### config.mk
export PLATFORM = sky130hd
export DESIGN_NAME = serial_port
export DESIGN_NICKNAME = d
export VERILOG_FILES = /design/src/rtl/serial_port.sv
export SDC_FILE = /design/constraint.sdc
export NUM_CORES = 1
export LEC_CHECK = 0
export ABC_CLOCK_PERIOD_IN_PS = 4100
export BUFFER_PORTS_ARGS = -buffer_cell sky130_fd_sc_hd__buf_2
export CAP_MARGIN = 40
export CORE_MARGIN = 2
export CORE_UTILIZATION = 55
export CTS_CLUSTER_DIAMETER = 100
export DETAILED_ROUTE_END_ITERATION = 10
export HOLD_SLACK_MARGIN = 0.15
export PLACE_DENSITY = 0.76
export SYNTH_ARGS = -nofsm -noshare
export SYNTH_HDL_FRONTEND = slang
export SYNTH_SLANG_ARGS = --single-unit
### constraint.sdc
create_clock -name clock -period 4.1 [get_ports clock]
set_input_delay 0.205 -clock clock [delete_from_list [all_inputs] [get_ports clock]]
set_output_delay 0.205 -clock clock [all_outputs]
set_load 0.005 [all_outputs]
### src/rtl/serial_port.sv
`default_nettype none
// +--------------------------------------------------------------------------+
// | Module      : serial_port                                                |
// | Description : Byte-level UART responder for the processor serial strobes.|
// |               TX shifts bytes out on tx_out; RX deserialises rx_in into  |
// |               a show-ahead FIFO drained by rden_in.                      |
// |               Optional even parity: define SERIAL_PORT_PARITY_EN.        |
// | Revision    : 1.0 - initial release                                      |
// +--------------------------------------------------------------------------+
module serial_port #(
  parameter int CLKS_PER_BIT = 434,
  parameter int RX_DEPTH     = 4
) (
  input  logic       clock,
  input  logic       reset,
  input  logic [7:0] wr_data_in,
  input  logic       wren_in,
  input  logic       rden_in,
  output logic [7:0] rd_data_out,
  output logic       valid_out,
  output logic       ready_out,
  input  logic       rx_in,
  output logic       tx_out,
  output logic       overrun_out,
  output logic       frame_err_out
);

  localparam int c_cnt_w = $clog2(CLKS_PER_BIT);
  localparam int c_ptr_w = $clog2(RX_DEPTH);

  localparam logic [c_cnt_w-1:0] c_bit_last  = c_cnt_w'(CLKS_PER_BIT - 1);
  localparam logic [c_cnt_w-1:0] c_half_last = c_cnt_w'(CLKS_PER_BIT / 2 - 1);
  localparam logic [c_cnt_w-1:0] c_cnt_one   = c_cnt_w'(1);
  localparam logic [c_ptr_w-1:0] c_ptr_one   = c_ptr_w'(1);
  localparam logic [c_ptr_w:0]   c_count_one = (c_ptr_w + 1)'(1);
  localparam logic [c_ptr_w:0]   c_depth     = (c_ptr_w + 1)'(RX_DEPTH);

`ifdef SERIAL_PORT_PARITY_EN
  typedef enum logic [2:0] {S_IDLE, S_START, S_DATA, S_PARITY, S_STOP} state_e;
`else
  typedef enum logic [2:0] {S_IDLE, S_START, S_DATA, S_STOP} state_e;
`endif

  // ---------------------------------------------------------------- TX
  state_e              tx_state_q, tx_state_d;
  logic [c_cnt_w-1:0]  tx_cnt_q, tx_cnt_d;
  logic [2:0]          tx_bit_q, tx_bit_d;
  logic [7:0]          tx_shift_q, tx_shift_d;
  logic                tx_q, tx_d;
  logic                tx_bit_done;
`ifdef SERIAL_PORT_PARITY_EN
  logic                tx_par_q, tx_par_d;
`endif

  assign tx_bit_done = (tx_cnt_q == c_bit_last);

  // TX next-state: each line bit is held for CLKS_PER_BIT cycles, LSB first.
  always_comb begin
    tx_state_d = tx_state_q;
    tx_cnt_d   = tx_cnt_q;
    tx_bit_d   = tx_bit_q;
    tx_shift_d = tx_shift_q;
    tx_d       = tx_q;
`ifdef SERIAL_PORT_PARITY_EN
    tx_par_d   = tx_par_q;
`endif
    if (tx_state_q == S_IDLE) begin
      tx_d     = 1'b1;
      tx_cnt_d = '0;
      if (wren_in) begin
        tx_state_d = S_START;
        tx_d       = 1'b0;
        tx_shift_d = wr_data_in;
`ifdef SERIAL_PORT_PARITY_EN
        tx_par_d   = ^wr_data_in;
`endif
      end
    end else if (!tx_bit_done) begin
      tx_cnt_d = tx_cnt_q + c_cnt_one;
    end else begin
      tx_cnt_d = '0;
      case (tx_state_q)
        S_START: begin
          tx_state_d = S_DATA;
          tx_bit_d   = 3'd0;
          tx_d       = tx_shift_q[0];
        end
        S_DATA: begin
          if (tx_bit_q == 3'd7) begin
`ifdef SERIAL_PORT_PARITY_EN
            tx_state_d = S_PARITY;
            tx_d       = tx_par_q;
`else
            tx_state_d = S_STOP;
            tx_d       = 1'b1;
`endif
          end else begin
            tx_bit_d   = tx_bit_q + 3'd1;
            tx_shift_d = {1'b0, tx_shift_q[7:1]};
            tx_d       = tx_shift_q[1];
          end
        end
`ifdef SERIAL_PORT_PARITY_EN
        S_PARITY: begin
          tx_state_d = S_STOP;
          tx_d       = 1'b1;
        end
`endif
        default: begin
          tx_state_d = S_IDLE;
          tx_d       = 1'b1;
        end
      endcase
    end
  end

  // TX state register; line idles high.
  always_ff @(posedge clock) begin
    if (!reset) begin
      tx_state_q <= S_IDLE;
      tx_cnt_q   <= '0;
      tx_bit_q   <= '0;
      tx_shift_q <= '0;
      tx_q       <= 1'b1;
`ifdef SERIAL_PORT_PARITY_EN
      tx_par_q   <= 1'b0;
`endif
    end else begin
      tx_state_q <= tx_state_d;
      tx_cnt_q   <= tx_cnt_d;
      tx_bit_q   <= tx_bit_d;
      tx_shift_q <= tx_shift_d;
      tx_q       <= tx_d;
`ifdef SERIAL_PORT_PARITY_EN
      tx_par_q   <= tx_par_d;
`endif
    end
  end

  assign tx_out    = tx_q;
  assign ready_out = (tx_state_q == S_IDLE);

  // ---------------------------------------------------------------- RX
  logic                rx_meta_q, rx_sync_q, rx_prev_q;
  state_e              rx_state_q, rx_state_d;
  logic [c_cnt_w-1:0]  rx_cnt_q, rx_cnt_d;
  logic [2:0]          rx_bit_q, rx_bit_d;
  logic [7:0]          rx_shift_q, rx_shift_d;
  logic                rx_push, rx_ferr;
  logic                rx_par_ok;
`ifdef SERIAL_PORT_PARITY_EN
  logic                rx_par_q, rx_par_d;
  assign rx_par_ok = ((^rx_shift_q) == rx_par_q);
`else
  assign rx_par_ok = 1'b1;
`endif

  // RX next-state: start sampled at half a bit, then every full bit.
  always_comb begin
    rx_state_d = rx_state_q;
    rx_cnt_d   = rx_cnt_q + c_cnt_one;
    rx_bit_d   = rx_bit_q;
    rx_shift_d = rx_shift_q;
    rx_push    = 1'b0;
    rx_ferr    = 1'b0;
`ifdef SERIAL_PORT_PARITY_EN
    rx_par_d   = rx_par_q;
`endif
    case (rx_state_q)
      S_IDLE: begin
        rx_cnt_d = '0;
        if (rx_prev_q && !rx_sync_q) rx_state_d = S_START;
      end
      S_START: begin
        if (rx_cnt_q == c_half_last) begin
          rx_cnt_d   = '0;
          rx_bit_d   = 3'd0;
          rx_state_d = rx_sync_q ? S_IDLE : S_DATA;
        end
      end
      S_DATA: begin
        if (rx_cnt_q == c_bit_last) begin
          rx_cnt_d   = '0;
          rx_shift_d = {rx_sync_q, rx_shift_q[7:1]};
          if (rx_bit_q == 3'd7) begin
`ifdef SERIAL_PORT_PARITY_EN
            rx_state_d = S_PARITY;
`else
            rx_state_d = S_STOP;
`endif
          end else begin
            rx_bit_d = rx_bit_q + 3'd1;
          end
        end
      end
`ifdef SERIAL_PORT_PARITY_EN
      S_PARITY: begin
        if (rx_cnt_q == c_bit_last) begin
          rx_cnt_d   = '0;
          rx_par_d   = rx_sync_q;
          rx_state_d = S_STOP;
        end
      end
`endif
      default: begin
        if (rx_cnt_q == c_bit_last) begin
          rx_cnt_d   = '0;
          rx_state_d = S_IDLE;
          if (rx_sync_q && rx_par_ok) rx_push = 1'b1;
          else                        rx_ferr = 1'b1;
        end
      end
    endcase
  end

  // RX synchronizer and state register; sync flops reset to line-idle.
  always_ff @(posedge clock) begin
    if (!reset) begin
      rx_meta_q  <= 1'b1;
      rx_sync_q  <= 1'b1;
      rx_prev_q  <= 1'b1;
      rx_state_q <= S_IDLE;
      rx_cnt_q   <= '0;
      rx_bit_q   <= '0;
      rx_shift_q <= '0;
`ifdef SERIAL_PORT_PARITY_EN
      rx_par_q   <= 1'b0;
`endif
    end else begin
      rx_meta_q  <= rx_in;
      rx_sync_q  <= rx_meta_q;
      rx_prev_q  <= rx_sync_q;
      rx_state_q <= rx_state_d;
      rx_cnt_q   <= rx_cnt_d;
      rx_bit_q   <= rx_bit_d;
      rx_shift_q <= rx_shift_d;
`ifdef SERIAL_PORT_PARITY_EN
      rx_par_q   <= rx_par_d;
`endif
    end
  end

  // ---------------------------------------------------------------- FIFO
  logic [7:0]          mem_q [RX_DEPTH];
  logic [c_ptr_w-1:0]  wr_ptr_q, wr_ptr_d, rd_ptr_q, rd_ptr_d;
  logic [c_ptr_w:0]    count_q, count_d;
  logic [7:0]          head_q, head_d;
  logic                overrun_q, frame_err_q;
  logic                pop, push_ok;

  assign pop     = rden_in && (count_q != '0);
  assign push_ok = rx_push && ((count_q != c_depth) || pop);

  // FIFO bookkeeping; the head register tracks the entry that will be at the front.
  always_comb begin
    wr_ptr_d = push_ok ? wr_ptr_q + c_ptr_one : wr_ptr_q;
    rd_ptr_d = pop     ? rd_ptr_q + c_ptr_one : rd_ptr_q;
    count_d  = count_q;
    if (push_ok && !pop)      count_d = count_q + c_count_one;
    else if (!push_ok && pop) count_d = count_q - c_count_one;
    head_d = head_q;
    if (count_d != '0) begin
      if (push_ok && ((count_q == '0) || (pop && (count_q == c_count_one))))
        head_d = rx_shift_q;
      else
        head_d = mem_q[rd_ptr_d];
    end
  end

  // FIFO control, head register and sticky error flags.
  always_ff @(posedge clock) begin
    if (!reset) begin
      wr_ptr_q    <= '0;
      rd_ptr_q    <= '0;
      count_q     <= '0;
      head_q      <= '0;
      overrun_q   <= 1'b0;
      frame_err_q <= 1'b0;
    end else begin
      wr_ptr_q <= wr_ptr_d;
      rd_ptr_q <= rd_ptr_d;
      count_q  <= count_d;
      head_q   <= head_d;
      if (rx_push && !push_ok) overrun_q   <= 1'b1;
      if (rx_ferr)             frame_err_q <= 1'b1;
    end
  end

  // FIFO storage; contents are only read while the count says they are valid.
  always_ff @(posedge clock) begin
    if (push_ok) mem_q[wr_ptr_q] <= rx_shift_q;
  end

  assign rd_data_out   = head_q;
  assign valid_out     = (count_q != '0);
  assign overrun_out   = overrun_q;
  assign frame_err_out = frame_err_q;

endmodule
`default_nettype wire

Yosys cells after proc, flatten, opt, wreduce, memory -nomap -nowiden
Memories as Yosys holds them, arrays and structs flattened.
Cells that the tools add are included.

cells by class
  $add $sub $neg = 8
  equal/unequal tests = 20
  multiplexer cells = 43
  bitwise gates (word level) = 2
  reductions and logical operators = 31

operator list
  cell                 count
  $mux 8               6
  $mux 3               15
  $add 9x1->9 const B  2
  $eq 9x9->1 const B   2
  $mux 9               2
  $pmux 3 s2           3
  $pmux 9 s2           1
  $ne 2x2->1 const B   8
  $mux 1               12
  $reduce_and 4->1     3
  $add 3x1->3 const B  3
  $eq 3x1->1 const B   3
  $eq 9x8->1 const B   1
  $logic_not 3->1      3
  $pmux 3 s3           1
  $reduce_bool 3->1    3
  $logic_and 1x1->1    8
  $reduce_bool 2->1    4
  $eq 3x2->1 const B   2
  $eq 3x3->1 const B   2
  $ne 3x3->1 const B   2
  $reduce_or 3->1      2
  $reduce_and 5->1     1
  $add 2x1->2 const B  2
  8 further kinds      13

storage, ports and cells
  bits in registers = 67
  bits in writable memories = 32
  input port bits = 13
  memories kept = 1

memory list
  name   words  bits a word  rd ports  clocked after Yosys merged registers in  write ports  line  text
  mem_q  4      8            1         0                                        1            244   logic [7:0] mem_q [RX_DEPTH];

Depth between registers and ports, before layout
Gate-level depths: netlist (run 1).

  depth after elaboration = 9
  mapped depth = 10

Worst setup path after synthesis (run 1)
Ideal clock, no wire load.

  path type = register to register
  start point = reg count_q[0]
  end point = reg head_q[3] (netlist: rd_data_out[3])
  data arrival time = 1.969 ns
  data required time = 3.962 ns
  slack = 1.993 ns
  cell stages (with the launch flop) = 11
  path through = dfxtp_1 > inv_1 > ha_1 > nand2b_4 > and2_0 > buf_2 > buf_2 > mux4_2 > o22a_2 > o211ai_1 > mux2i_1

between the ends
  longest elaborated chain between the ends = 9

RTL lines
  element                   line  text
  start: declaration        246   logic [c_ptr_w:0] count_q, count_d;
  start signal: assignment  282   count_q <= count_d;
  $reduce_bool 3->1 (*)     --
  net valid_out             20    output logic valid_out,
  $logic_and 1x1->1 (*)     251   assign pop = rden_in && (count_q != '0);
  $logic_or 1x1->1          252   assign push_ok = rx_push && ((count_q != c_depth) || pop);
  $logic_and 1x1->1         252
  $logic_not 1->1           260   else if (!push_ok && pop) count_d = count_q - c_count_one;
  $logic_and 1x1->1         260
  $mux 3                    260
  $mux 3                    259   if (push_ok && !pop) count_d = count_q + c_count_one;
  $reduce_bool 3->1         262   if (count_d != '0) begin
  end signal: assignment    276   head_q <= '0;
  end signal: assignment    283   head_q <= head_d;
  end: declaration          247   logic [7:0] head_q, head_d;

The timed path passes the listed nets; every way through them passes the cells marked *.
A chain may end at the register's enable or synchronous reset.

Worst setup path after layout (run 1)
  start point = reg count_q[0]
  end point = reg head_q[6] (netlist: rd_data_out[6])

between the ends
  longest elaborated chain between the ends = 9

RTL lines
  element            line
  $reduce_bool 3->1  251
  $logic_and 1x1->1  251
  $logic_or 1x1->1   252
  $logic_and 1x1->1  252
  $logic_not 1->1    260
  $logic_and 1x1->1  260
  $mux 3             260
  $mux 3             259
  $reduce_bool 3->1  262

Several ways; a longest one is shown, not always the timed one.

==> flow_summary.toml, run 1 <==
[clocking]
clockBufferDepth = 2
h-tree-depth = 3
postCtsHoldBufs = 1
cts_buffers = 9
clkLatencyLatePin_ps = 360
cts_root_buffer = "clkbuf_8"
clk_pin_slew_ps = 90
cts.sinks = 97
post_cts_buffers = 0
tritoncts = "done"
ctsResizeCount = 0

[route]
via_per_inst = 5.650
drc_errors = 0
vias = 3034
drt-wirelength-per-cell_um = 14.80
drt_iter0_markers = 179
postRouteWirelength_um = 7949
ant_nets = 0
first_pass_iters = 4

[synth]
synthFlopType = "dfxtp_1"
synth.avg_cell_area_um2 = 11.69
syn_area_um2 = 4723
synthTopCellsByCount = "dfxtp_1 (65), nand2_1 (40), edfxtp_1 (32)"
synth_edf_count = 32
synth_top_cell_area_share_pct = 27.55
synth.distinct_cells = 59
synth-seq-area-share_pct = 47.89
syn_nets = 437
yosys-top-cells-area = "dfxtp_1 (28%), edfxtp_1 (20%), mux4_2 (7.6%)"
synth_top_cell_by_area = "dfxtp_1"
synthCells = 404
yosysMostFrequentCell = "dfxtp_1"
synth_seq_cells = 97
synth-warning-count = 0
synthArstFlopShare_pct = 0

[global_route]
grt_use_total_pct = 17.99
grt_first_pass_wirelength_um = 13940
grt_overflow = 0
grt_pass1_vias = 2997
antenna_found_initial = 0
grt_max_degree = 34

[final_layout]
nets = 460
multi_input_area_um2 = 2290
area_growth_pct = 7.735
diodes = 0
drive_above_1_share_pct = 19.68
fillCellCount = 658
post-route-util_pct = 61.62
regArea_um2 = 2262
fin_area_um2 = 5089

[pwr]
p_per_area_nw_per_um2 = 481.0
p_leak_uw = 0.001920
p_int_uw = 1716
p_total_uw = 2448
ir_drop_v = 0.0001726
p_switching_uw = 732.0
p_comb_share_pct = 29.6
p_seq_share_pct = 45.5
p_clk_share_pct = 24.9
p_sw_share_pct = 29.90

[outcome]
outcome = "finished clean"

[setup_path]
cp-start-kind = "register"
critical_path_class = "reg2reg"
end_kind = "register"
worstPathCellList = "inv_1 -> ha_1 -> nand2b_4 -> and2_0 -> a31oi_1 -> a211oi_4 -> mux2i_1"
r2r_slack_ps = 1260
cp_slowest_stage_delay_ps = 680
critPathArrivalTime_ps = 3130
cp.required_ps = 4380
crit_fanout = 14
r2r_cells = 7
cp_slowest_cell = "and2_0"

[timing]
fin_skew_ps = 9.503
hold_viol = 0
tns_ps = 0
fin_crit_sh_pct = 69.32
rsz0062_at_grt = "false"
relSlewSlack_pct = 43.12
period_needed_ps = 2842
maxSlewViolCount = 0
tightest_slew_ps = 852.1
setup_ws_ps = 1258
setup_viol = 0
fmaxAchievable_ghz = 0.3519

[placement]
port_buffers = 25
pre_cts_slack_ps = 1265
place.gp.congestion = 0.7398
dpl.hpwl_um = 5644
placed_area_um2 = 4883

[job]
maxCapViolations = 0

[floorplanning]
die_width_um = 96.67
fp.dieH_um = 96.67
core.rowCount = 33
ios = 26
core_um2 = 8258
initial_utilization_pct = 57.20
die-area_um2 = 9345

[worst_hold_path]
min_path_type = "in2reg"
whs_path_depth = 3
-- critical path: cells and delay by family, from the launching register on --
kind            cells  cell delay [ps]
compound gates      2              820
fa+ha+maj           1              290
buf+inv             1              120
flops               1              480
mux                 1              260
simple gates        2              790
-- cell usage in the layout (no fill, tap or decap), drive strengths merged, types with 5 or more instances in the layout --
master	Yosys	final
mux2i	30	30
and3	5	5
o211a	7	7
o211ai	8	8
edfxtp	32	32
dfxtp	65	65
and2	13	13
o22a	8	8
nand3	12	12
nand2b	7	7
nor2b	14	14
nor2	30	30
xor2	7	7
clkbuf	9	10
nor3	5	5
xnor2	12	12
ha	20	20
o21ai	5	5
buf	6	27
nand2	42	42
mux4	16	16
inv	16	17
-- cell families (layout without fill, tap and decap cells) --
kind of cell,Yosys count,after routing,synth area share (%)
buffers and inverters,32,60,3.629
and+or+nand+nor,142,142,16.24
xor gates and xnor gates,19,19,3.523
DFF,97,97,47.89
adders and majority gates,20,20,5.298
AOI/OAI and AO/OA,48,48,9.431
muxes,46,46,13.99
-- final cells by class --
cell class	count	share of cell area, %
Multi-Input combinational cell	275	45.00
Sequential cell	97	44.46
Timing Repair Buffer	28	2.951
Tap cell	105	2.582
Clock buffer	10	2.508
Inverter	16	1.180
Clock inverter	6	1.328
-- worst paths after layout --
kind,start,end
worst max register to register,count_q[0]$_SDFF_PN0_,rd_data_out[6]$_SDFFE_PN0P_
worst max-delay path,count_q[0]$_SDFF_PN0_,rd_data_out[6]$_SDFFE_PN0P_
worst min-delay path,wr_data_in[7],tx_shift_q[7]$_SDFFE_PN0P_
worst min register to register,rx_meta_q$_SDFF_PN1_,rx_sync_q$_SDFF_PN1_
-- registers in the layout, summed over array words and instances, names as in the netlist --
| name | flops |
|---|---|
| mem_q | 32 |
| rx_cnt_q | 9 |
| tx_cnt_q | 9 |
| rd_data_out | 8 |
| rx_shift_q | 8 |
| tx_shift_q | 8 |
| count_q | 3 |
| rx_bit_q | 3 |
| tx_bit_q | 3 |
| rd_ptr_q | 2 |
| rx_state_q | 2 |
| tx_state_q | 2 |
| wr_ptr_q | 2 |
| frame_err_out | 1 |
| overrun_out | 1 |
| rx_meta_q | 1 |
| rx_prev_q | 1 |
| rx_sync_q | 1 |
| tx_out | 1 |
-- power by group through the flow --
| stage | Sequential [µW] | Clock, µW | Combinational, µW |
|---|---|---|---|
| 2_1_floorplan | 1120 | 0 | 608 |
| 3_3_place_gp | 1130 | 0 | 699 |
| 3_5_place_dp | 1140 | 0 | 719 |
| 4_1_cts | 1120 | 626 | 729 |
| 5_1_grt | 1130 | 672 | 797 |
| 6_report | 1110 | 610 | 723 |
-- metal layers --
layer | track usage [%] | wire length, µm
met3 | 3.396 | 311
met5 | 0 | 0
met1 | 24.70 | 3793
met4 | 7.584 | 151
met2 | 28.10 | 3693
-- per-stage QoR --
step | hold slack, ps | instances
final | 169.1 | 537
after global routing | 162.8 | 537
after CTS | 157.3 | 537
after detailed placement | 396.5 | 520
after global placement | 392.3 | 519
after floorplan | 306.5 | 404
No activity file was read; power rests on OpenSTA's default activity.
==> run 2: changes to the inputs <==
ABC_AREA = 1   (was unset)
ABC_CLOCK_PERIOD_IN_PS = 2820   (was 4100)
clock period = 2.82 ns   (was 4.1 ns; I/O delays follow)
==> run 2 against run 1 <==
Effect of this change:
- non-clock buffer count up 10
- clock skew grew 4.6 ps
- synthesized cell count is 38% higher
- sequential share of layout area shrank 0.56 points
- via count increased by 24%
- clock power increased by 55%
- routed wire length is 22% higher
- first-iteration DRC count up 8.4%
- combinational power increased by 120%
- largest power group unchanged
==> flow_summary.toml, run 2 <==
[outcome]
outcome = "finished clean"

[placement]
port_buffers = 25
placed_cells = 676
dpl.hpwl_um = 6793
pre_cts_slack_ps = 560.9
place.gp.congestion = 0.8725

[synth]
synth_edf_count = 32
synthArstFlopShare_pct = 0
yosys-top-cells-area = "dfxtp_1 (28%), edfxtp_1 (21%), nand2_1 (11%)"
synth_seq_cells = 97
synth_top_cell_area_share_pct = 28.02
yosysMostFrequentCell = "nand2_1"
synth-seq-area-share_pct = 48.72
synth.distinct_cells = 40
syn_area_um2 = 4643
synthTopCellsByCount = "nand2_1 (136), dfxtp_1 (65), nor2_1 (63)"
synthFlopType = "dfxtp_1"
syn_nets = 591
synth-warning-count = 0
synth_top_cell_by_area = "dfxtp_1"
synth.avg_cell_area_um2 = 8.321
synthCells = 558

[timing]
period_needed_ps = 2268
relSlewSlack_pct = 47.40
setup_ws_ps = 551.9
rsz0062_at_grt = "false"
hold_viol = 0
fmaxAchievable_ghz = 0.4409
maxSlewViolCount = 0
fin_crit_sh_pct = 80.43
fin_skew_ps = 14.07
timing.hold.ws_ps = 256.3
tns_ps = 0
tightest_slew_ps = 788.1
setup_viol = 0

[pwr]
p_int_uw = 2584
p_sw_share_pct = 39.50
p_leak_uw = 0.002141
p_seq_share_pct = 39.9
p_per_area_nw_per_um2 = 828.9
p_switching_uw = 1688
p_clk_share_pct = 22.2
ir_drop_v = 0.0004590
p_comb_share_pct = 38.0

[global_route]
grt_use_met2_pct = 36.31
use_met1_pct = 28.60
use_met3_pct = 4.542
antenna_found_initial = 0
grt_use_total_pct = 21.99
grt_pass1_vias = 3344
grt_max_degree = 27
top_usage_layer = "met2"
grt_first_pass_wirelength_um = 15550
grt_overflow = 0

[setup_path]
critical_path_class = "reg2reg"
r2r_cells = 7
end_kind = "register"
crit_fanout = 8
startpoint = "count_q[0]$_SDFF_PN0_"
r2r_slack_ps = 550
r2r_end = "mem_q[1][5]$_DFFE_PP_"
regToRegStartpoint = "count_q[0]$_SDFF_PN0_"
cp-start-kind = "register"
endpoint = "mem_q[1][5]$_DFFE_PP_"
critPathArrivalTime_ps = 2270
cp.required_ps = 2820

[clocking]
clockBufferDepth = 2
cts_buffers = 9
clkLatencyLatePin_ps = 370
cts.sinks = 97
ctsResizeCount = 0
cts_root_buffer = "clkbuf_8"
tritoncts = "done"
h-tree-depth = 3
clk_pin_slew_ps = 110

[floorplanning]
ios = 26
initial_utilization_pct = 56.51
core.rowCount = 33
die_width_um = 95.88
fp.dieH_um = 95.88
die-area_um2 = 9193
core_um2 = 8217

[final_layout]
layout_common_cells = "nand2_1 (136), dfxtp_1 (65), nor2_1 (63), inv_1 (59)"
post-route-util_pct = 62.72
diodes = 0
largestRegisters = "mem_q (32), rx_cnt_q (9), tx_cnt_q (9)"
drive_above_1_share_pct = 13.04
area_growth_pct = 10.99
largest_reg_flops = 32
final_common_cell = "nand2_1"
regMostFlops = "mem_q"
stdcell_count = 703
nets = 626

[route]
first_pass_iters = 6
via_per_inst = 5.330
drt-wirelength-per-cell_um = 13.75
ant_nets = 0
postRouteWirelength_um = 9663
drt_iter0_markers = 194
vias = 3747
drc_errors = 0

[worst_hold_path]
min_path_type = "in2reg"

[job]
maxCapViolations = 0
## run 2: what timing repair did
item | CTS | global route
setup buffers | 0 | 0
hold buffers | 11 | 0
endpoints found under the hold margin | 10 | 0
## run 2: how the worst min path moves through the flow
stage | from | end | slack, ps | depth (start not counted)
finish | reset | rd_data_out[1]$_SDFFE_PN0P_ | 260 | 4
global route | reset | rd_data_out[3]$_SDFFE_PN0P_ | 260 | 4
CTS | reset | rd_data_out[1]$_SDFFE_PN0P_ | 240 | 4
detailed placement | rx_in | rx_meta_q$_SDFF_PN1_ | 330 | 2
global placement | rx_in | rx_meta_q$_SDFF_PN1_ | 340 | 2
floorplan | rx_in | rx_meta_q$_SDFF_PN1_ | 250 | 1
## run 2: critical path, cell delays in order (launching register included)
cell and delay [ps]:
dfxtp_1 390, inv_1 90, ha_1 280, nand3_1 190, inv_1 90, nor2_1 150
inv_1 150, nor2_1 560
## run 2: kinds of logic (layout without fill, tap and decap cells)
kind of cell	after synthesis	after routing	synth area share, %
compound gates	68	68	8.866
xor+xnor	8	8	1.913
fa+ha+maj	20	20	5.389
simple gates	285	285	28.05
flops	97	97	48.72
buf+inv	80	120	7.060
## run 2: per-layer routing
layer,vias to the layer above,wire length [µm]
met5,-,0
met4,0,189
met3,17,313
met2,63,4748
met1,1760,4412
li1,1907,-
## run 2: stage by stage
step	cell area (µm²)	power (µW)
floorplan	4643	2974
global placement	4837	3274
detailed placement	4837	3318
CTS	5154	4271
global route	5154	4582
finish	5154	4272
## run 2: area by class of cell
type	instances	area [µm²]
Multi-Input combinational cell	381	2053
Timing Repair Buffer	38	250.2
Sequential cell	97	2262
Inverter	66	250.2
Clock buffer	9	123.9
Tap cell	105	131.4
Fill cell	712	3063
Clock inverter	7	82.58
## run 2: power by group through the flow
stage	sequential, µW	clock (µW)	combinational, µW
finish	1700	947	1620
global route	1720	1030	1830
CTS	1700	963	1610
detailed placement	1730	0	1590
global placement	1720	0	1550
floorplan	1700	0	1270
